`src/rtl/part_wwr_ram.sv`:
```
`default_nettype none
// +----------------------------------------------------------------------------+
// | part_wwr_ram : parametrised write-while-read RAM with post-reset clear      |
// | Optional same-edge write forwarding into dout: define WWR_BYPASS_EN         |
// | Revision: 1.0                                                              |
// +----------------------------------------------------------------------------+
module part_wwr_ram #(
  parameter int WIDTH = 2,
  parameter int DEPTH = 32,
  parameter int AW    = 5,
  parameter int LANES = 2
) (
  input  logic             clk,
  input  logic             reset_n,
  input  logic             ce_n,
  input  logic [AW-1:0]    addr,
  input  logic [WIDTH-1:0] din,
  input  logic [LANES-1:0] we_n,
  input  logic             strobe,
  output logic [WIDTH-1:0] dout,
  output logic             ready,
  output logic [AW-1:0]    addr_q
);

  localparam int LW = WIDTH / LANES;
  localparam int IW = (DEPTH > 1) ? $clog2(DEPTH) : 1;
  localparam logic [AW:0]   C_DEPTH = (AW+1)'(DEPTH);
  localparam logic [IW-1:0] C_LAST  = IW'(DEPTH - 1);

  typedef enum logic [0:0] {
    S_CLEAR = 1'b0,
    S_RUN   = 1'b1
  } state_t;

  state_t           r_state;
  logic [IW-1:0]    r_cnt;
  logic [WIDTH-1:0] r_mem [DEPTH];

  logic             w_addr_ok;
  logic             w_addrq_ok;
  logic [IW-1:0]    w_idx;
  logic [IW-1:0]    w_idxq;
  logic [WIDTH-1:0] w_rd_word;
  logic [WIDTH-1:0] w_rq_word;
  logic [WIDTH-1:0] w_rd_data;
  logic             w_wr_ok;

  // Out-of-range addresses are steered to word 0 and their data masked off
  assign w_addr_ok  = {1'b0, addr}   < C_DEPTH;
  assign w_addrq_ok = {1'b0, addr_q} < C_DEPTH;
  assign w_idx      = w_addr_ok  ? addr[IW-1:0]   : '0;
  assign w_idxq     = w_addrq_ok ? addr_q[IW-1:0] : '0;
  assign w_rd_word  = w_addr_ok  ? r_mem[w_idx]   : '0;
  assign w_rq_word  = w_addrq_ok ? r_mem[w_idxq]  : '0;
  assign w_wr_ok    = (r_state == S_RUN) && !ce_n && w_addr_ok;

`ifdef WWR_BYPASS_EN
  for (genvar k = 0; k < LANES; k++) begin : g_lane
    assign w_rd_data[k*LW +: LW] = (!we_n[k] && w_addr_ok) ? din[k*LW +: LW]
                                                            : w_rd_word[k*LW +: LW];
  end
`else
  assign w_rd_data = w_rd_word;
`endif

  // Storage has no reset; the CLEAR state zeroes it one word per cycle
  always_ff @(posedge clk) begin
    if (r_state == S_CLEAR) begin
      r_mem[r_cnt] <= '0;
    end else if (w_wr_ok) begin
      for (int k = 0; k < LANES; k++) begin
        if (!we_n[k]) r_mem[w_idx][k*LW +: LW] <= din[k*LW +: LW];
      end
    end
  end

  always_ff @(posedge clk or negedge reset_n) begin
    if (!reset_n) begin
      r_state <= S_CLEAR;
      r_cnt   <= '0;
      ready   <= 1'b0;
      dout    <= '0;
      addr_q  <= '0;
    end else begin
      case (r_state)
        S_CLEAR: begin
          dout <= '0;
          if (r_cnt == C_LAST) begin
            r_cnt   <= '0;
            r_state <= S_RUN;
            ready   <= 1'b1;
          end else begin
            r_cnt <= r_cnt + 1'b1;
          end
        end
        S_RUN: begin
          if (!ce_n) addr_q <= addr;
          // ce_n high re-reads the latched address, picking up later writes
          if (strobe) dout <= ce_n ? w_rq_word : w_rd_data;
        end
        default: r_state <= S_CLEAR;
      endcase
    end
  end

endmodule
`default_nettype wire

```
`config.mk`:
```
export PLATFORM = sky130hd
export DESIGN_NAME = part_wwr_ram
export DESIGN_NICKNAME = d
export VERILOG_FILES = /design/src/rtl/part_wwr_ram.sv
export SDC_FILE = /design/constraint.sdc
export NUM_CORES = 1
export LEC_CHECK = 0
export CORE_MARGIN = 3
export CORE_UTILIZATION = 60
export CTS_CLUSTER_DIAMETER = 40
export DETAILED_ROUTE_END_ITERATION = 7
export GPL_TIMING_DRIVEN = 0
export PLACE_DENSITY = 0.92
export SLEW_MARGIN = 20
export SYNTH_ARGS = -nofsm -noshare
export SYNTH_HDL_FRONTEND = slang
export SYNTH_SLANG_ARGS = --single-unit
export TNS_END_PERCENT = 100
```
`constraint.sdc`:
```
create_clock -name clk -period 2.2 [get_ports clk]
set_input_delay 0.33 -clock clk [delete_from_list [all_inputs] [get_ports clk]]
set_output_delay 0.33 -clock clk [all_outputs]
set_load 0.005 [all_outputs]
```
# After elaboration in Yosys (flattened, before gate mapping)
# Memory sizes are Yosys's and may differ from the RTL's.
# Index checks and enable logic that the tools add are counted.
dict set report word_totals {
  word_cells 34
  ramBits 64
  out_inout_bits 8
  register_bits 14
  n_memories 1
  inputBits 13
}
# name depth word_bits rd rd_ports_with_merged_regs wr line
set mem_list {}
lappend mem_list {r_mem 32 2 2 0 1 37} ;# logic [WIDTH-1:0] r_mem [DEPTH];
dict set report op_classes {
  reduce_logical 5
  n_addsub 1
  n_eq_ne 2
  n_mux 18
  bitwise_logic 2
}
# op n
set ops {}
lappend ops {{2-to-1 mux 1 bit} 11}
lappend ops {{2-to-1 mux 5 bit} 2}
lappend ops {{2-to-1 mux 2 bit} 4}
lappend ops {{adder 5 x 1 -> 5 bit, second input constant} 1}
lappend ops {{equality test 5 bit, second input constant} 1}
lappend ops {{case mux 2 bit (2 select lines)} 1}
lappend ops {{AND reduction 2 bit} 2}
lappend ops {{!= test 2 bit, second input constant} 1}
lappend ops {{inverter 1 bit} 2}
lappend ops {{OR reduction 2 bit} 1}
lappend ops {{logical AND 1 bit} 1}
lappend ops {{zero test 1 bit} 1}

# Logic depth before layout (Yosys ltp)
# Gate-level depths: netlist of run 1.
dict set report logic_depth {
  ltp_word 7
  ltp_mapped 7
  mapped_depth_nobuf 6
}

# Worst setup path before layout of run 1
# OpenSTA, ideal clock, no wires.
dict set report synth_timing {
  path_type {flip-flop to flip-flop}
  start {register addr_q[0]}
  end {register dout[0]}
  setup_slack_ns 0.303
  arrival_ns 1.768
  n_path_buf 1
  t_required_ns 2.070
  path_stages_with_launch 7
  setup_ns 0.130
  synth_period_minus_slack_ns 1.897
  path_cell_list {dfrtp_1 buf_2 mux4_2 mux2i_1 nor2_1 a2111oi_2 o21ai_1}
}
dict set report synth_between {
  elab_chain_len 4
}
# item line
set synth_rtl {}
lappend synth_rtl {{start: declaration} 22} ;# output logic [AW-1:0] addr_q
lappend synth_rtl {{start signal: assignment} 97} ;# if (!ce_n) addr_q <= addr;
lappend synth_rtl {{memory read (32 x 2 bit)} --}
lappend synth_rtl {{2-to-1 mux 2 bit (2 in series)} 99} ;# if (strobe) dout <= ce_n ? w_rq_word : w_rd_data;
lappend synth_rtl {{case mux 2 bit (2 select lines)} 85} ;# case (r_state)
lappend synth_rtl {{end signal: assignment} 99}
lappend synth_rtl {{end: declaration} 20} ;# output logic [WIDTH-1:0] dout,
# Every way passes these cells. The select of a mux whose other input is x is not followed.
# A chain may end at the register's enable or synchronous reset.

# Worst setup path after layout of run 1
dict set report layout_timing {
  start {register r_state}
  end {memory r_mem[21][1] (enable)}
}
dict set report layout_between {
  elab_chain_len 6
  word_cells_on_any_way 11
  classes_between {9 x mux; 2 x reduce/logical}
}
# item line
set layout_rtl {}
lappend layout_rtl {{start: declaration} 35} ;# state_t r_state;
lappend layout_rtl {{start signal: assignment} 79} ;# r_state <= S_CLEAR;
lappend layout_rtl {{start signal: assignment} 90} ;# r_state <= S_RUN;
lappend layout_rtl {{start signal: assignment} 101} ;# default: r_state <= S_CLEAR;
lappend layout_rtl {{logical AND 1 bit} 55} ;# assign w_wr_ok = (r_state == S_RUN) && !ce_n && w_addr_ok;
lappend layout_rtl {{2-to-1 mux 1 bit} 70} ;# end else if (w_wr_ok) begin
lappend layout_rtl {{2-to-1 mux 1 bit} 68} ;# if (r_state == S_CLEAR) begin
lappend layout_rtl {{2-to-1 mux 1 bit (implied by the code)} 72} ;# if (!we_n[k]) r_mem[w_idx][k*LW +: LW] <= din[k*LW +: LW];
lappend layout_rtl {{OR reduction 2 bit (no line)} --}
lappend layout_rtl {{2-to-1 mux 5 bit (no line) / 2-to-1 mux 2 bit (equally long branches)} --}
lappend layout_rtl {{end: declaration} 37}
# Several ways; a longest one is shown, not always the timed one.

==> summary.md, run 1 <==
| Metric | Value |
|---|---|
| Status | `complete, no violations` |
| Setup crit start kind | `flip-flop` |
| # placed instances | `400` |
| DR vias/cell | `7.20` |
| Deepest level of the CTS H-tree | `3` |
| Post-Synthesis Cells | `307` |
| Layout cells sized above 1 | `0.234` |
| Top Ports | `21` |
| Final hold violations | `0` |
| Clk Latency, worst-skew pair | `0.36 ns` |
| CP max-delay cell | `dfrtp_1` |
| Post-Syn Nets | `322` |
| Netlist area before placement | `4070 sq um` |
| Largest net degree at the start of global routing | `33` |
| Critical-path cell list | `nor2b_1 -> buf_2 -> nand2_2 -> mux2_2 -> nand2_1 -> nor2_1` |
| Post-route ant nets | `0` |
| CTS Hold Bufs | `0` |
| Total CTS buffers | `9` |
| Setup crit end kind | `flip-flop` |
| Initial drt markers | `between 300 and 400` |
| DR DRC count | `0` |
| Worst VDD drop | `0.000291 V` |
| Syn Area/Cell | `13.2 sq um` |
| Die area | `~7800 sq um` |
| Clock Sinks | `78` |
| Routed WL per cell | `24.2 um` |
| Crit path DAT | `2.19 ns` |
| RSZ-0062 raised after global routing | `yes` |
| Synthesis-stage register bit count | `78` |
| Slowest Stage Delay on Critical Path | `0.46 ns` |
| Max_slew headroom | `0.326` |
| Slew of the pin with the lowest slew margin | `a little over 1 ns` |
| Initial core utilization | `0.630` |
| Crit Path Max Fanout | `9` |
| Final WS setup | `0.0661 ns` |
| Register area share after synthesis | `0.559` |
| Leak pwr | `between 1.5 and 2 nW` |
| Reg2reg path depth | `6` |
| Vias | `2,986` |
| Max Root-Sink Buffers | `2` |
| Final Slew Violations | `0` |
| Critical path class | `flip-flop to flip-flop` |
| Area contributors post-synth | `edfxtp_1 (47%), mux4_2 (15%), dfrtp_1 (8.6%)` |
| Port bufs | `16` |
| Die width | `approximately 88 um` |
| Worst slack at placement | `-0.413 ns` |
| Overflow after GRT | `0` |
| Core ar. | `6460 sq um` |
| CTS clk-pin slew, worst paths | `~0.080 ns` |
| TritonCTS clock tree | `built` |
| RR Startpoint | `r_state` |
| CTS root buf | `clkbuf_8` |
| Fin cells | `415` |
| Final core occ | `0.719` |
| Hold Crit Class | `input pin to asynchronous set/reset pin` |
| Distinct cells, synth | `36` |
| Max cap viols | `0` |
| Most common library cells after synthesis | `nor2_1 (68), edfxtp_1 (64), nand2_1 (40)` |
| Max frequency | `0.469 GHz` |
| P&R area growth vs syn | `14.2%` |
| Pwr Total | `3.38 mW` |
| N_diodes | `0` |
| Vert. Die Dim | `88.3 um` |
| Asr flop ratio synth | `0.179` |
| YS warnings | `0` |
| Power per cell area | `~730 nW/um^2` |
| Initial antenna violation count | `0` |
| Most frequent cell after synthesis | `nor2_1` |
| Post-synth EDFFs | `64` |
| DR pass1 iterations | `8` |
| Worst Clk Skew | `~0.0085 ns` |
| Dpl hpwl | `6.60 mm` |
| CP required | `2.25 ns` |
| Main flop type after synthesis | `edfxtp_1` |
| Final setup violation count | `0` |
| # rows | `29` |
| Vias in the first global route | `between 2,000 and 3,000` |
| DRT Wirelength | `10.0 mm` |
| Fin nets | `348` |
| GP Congestion | `0.900` |
| Worst reg2reg setup slack | `0.07 ns` |
| Crit path time final | `2.13 ns` |
| Total negative slack | `0 ns` |
| Post-synth top area share | `0.472` |
| Crit share post-route | `0.970` |
| R2r endpoint | `r_mem[21][1]` |
| Synth area leader | `edfxtp_1` |
| GRT Util Overall | `0.270` |
| First-pass GRT wire length | `15.3 mm` |
layout make-up:
type | instances | area, sq um
multi-input combinational | 211 | 1770
tap | 77 | 96.3
clock buffer | 9 | 124
timing repair buffer | 16 | 160
sequential | 78 | 2270
inverter | 2 | 7.51
buffer | 15 | 80.1
fill | 390 | 1810
clock inverter | 7 | 136
state kept, by name (all words and copies together), names as in the netlist:
register and cells:
addr_q 5, dout 2, r_cnt 5, r_mem 64, r_state 1, ready 1
stage by stage:
| stage | hold WS (ns) | cell area (sq um) |
|---|---|---|
| 2_1_floorplan | 0.0344 | 4070 |
| 3_3_place_gp | 0.444 | 4320 |
| 3_5_place_dp | 0.449 | 4320 |
| 4_1_cts | 0.376 | 4590 |
| 5_1_grt | 0.396 | 4650 |
| 6_report | 0.365 | 4650 |
routing by layer:
metal,wire length (um),part of all wire,vias up,GRT usage
met3,1120,0.11,50,0.0661
met2,4830,0.48,263,0.434
li1,-,-,1213,-
met1,3640,0.36,1460,0.344
met4,455,0.045,0,0.141
met5,0,0,-,0
timing repair:
action	4_1_cts	5_1_grt
gates resized for setup	3	20
cloned	0	0
setup buffers	0	0
endpoints found under the setup margin	50	83
layout by cell type (no fill, tap or decap), types with 3 or more instances in the layout:
cell,count
mux2i_1,14
clkbuf_1,4
nand3_1,5
bufinv_16,4
o21ai_0,6
dfrtp_1,14
clkbuf_8,9
a21oi_1,3
a31oi_1,3
mux4_2,27
nor2b_1,5
mux4_1,5
edfxtp_1,64
buf_2,5
nor2_1,68
nand2_1,26
mux2_2,8
and3_1,3
clkdlybuf4s50_1,16
nand2_2,14
where the power goes:
group	internal [mW]	switching, mW	leakage (nW)	total, mW
Sequential	1.61	0.0186	0.855	1.63
Combinational	0.153	0.196	0.730	0.349
Clock	0.862	0.536	0.127	1.40
Total	2.63	0.751	1.71	3.38
worst max path at each step:
stage,slack (ns),depth (start not counted),to,start
3_5_place_dp,-0.41,6,r_mem[4][0],addr[2]
4_1_cts,0.008,6,r_mem[18][0],r_state
5_1_grt,-0.11,6,r_mem[18][0],r_state
6_report,0.07,6,r_mem[21][1],r_state
2_1_floorplan,0.30,6,dout[0],addr_q[0]
3_3_place_gp,-0.38,6,r_mem[4][0],addr[2]
kinds of logic after synthesis:
family	after synthesis	synth area share
AO/OA/AOI/OAI	22	0.0366
adder cells (fa/ha/maj)	2	0.00615
buffers and inverters	18	0.0212
flip-flops	78	0.559
multiplexers	56	0.243
AND/OR/NAND/NOR	131	0.134
critical path: cells and delay by family, from the launching register on:
family | cells | cell delay, ns
buffers and inverters | 1 | 0.20
AND/OR/NAND/NOR | 4 | 0.83
multiplexers | 1 | 0.35
flip-flops | 1 | 0.46
Note: power is estimated with default switching activity, not from simulation.
==> inputs of run 2 (changes only) <==
--- a/config.mk
+++ b/config.mk
@@ -8,6 +8,7 @@
 export CORE_MARGIN = 3
 export CORE_UTILIZATION = 60
 export CTS_CLUSTER_DIAMETER = 40
+export CTS_CLUSTER_SIZE = 10
 export DETAILED_ROUTE_END_ITERATION = 7
 export GPL_TIMING_DRIVEN = 0
 export PLACE_DENSITY = 0.92
==> results of run 2 <==
The final DEF is identical to that of run 1; final timing and power are the same.
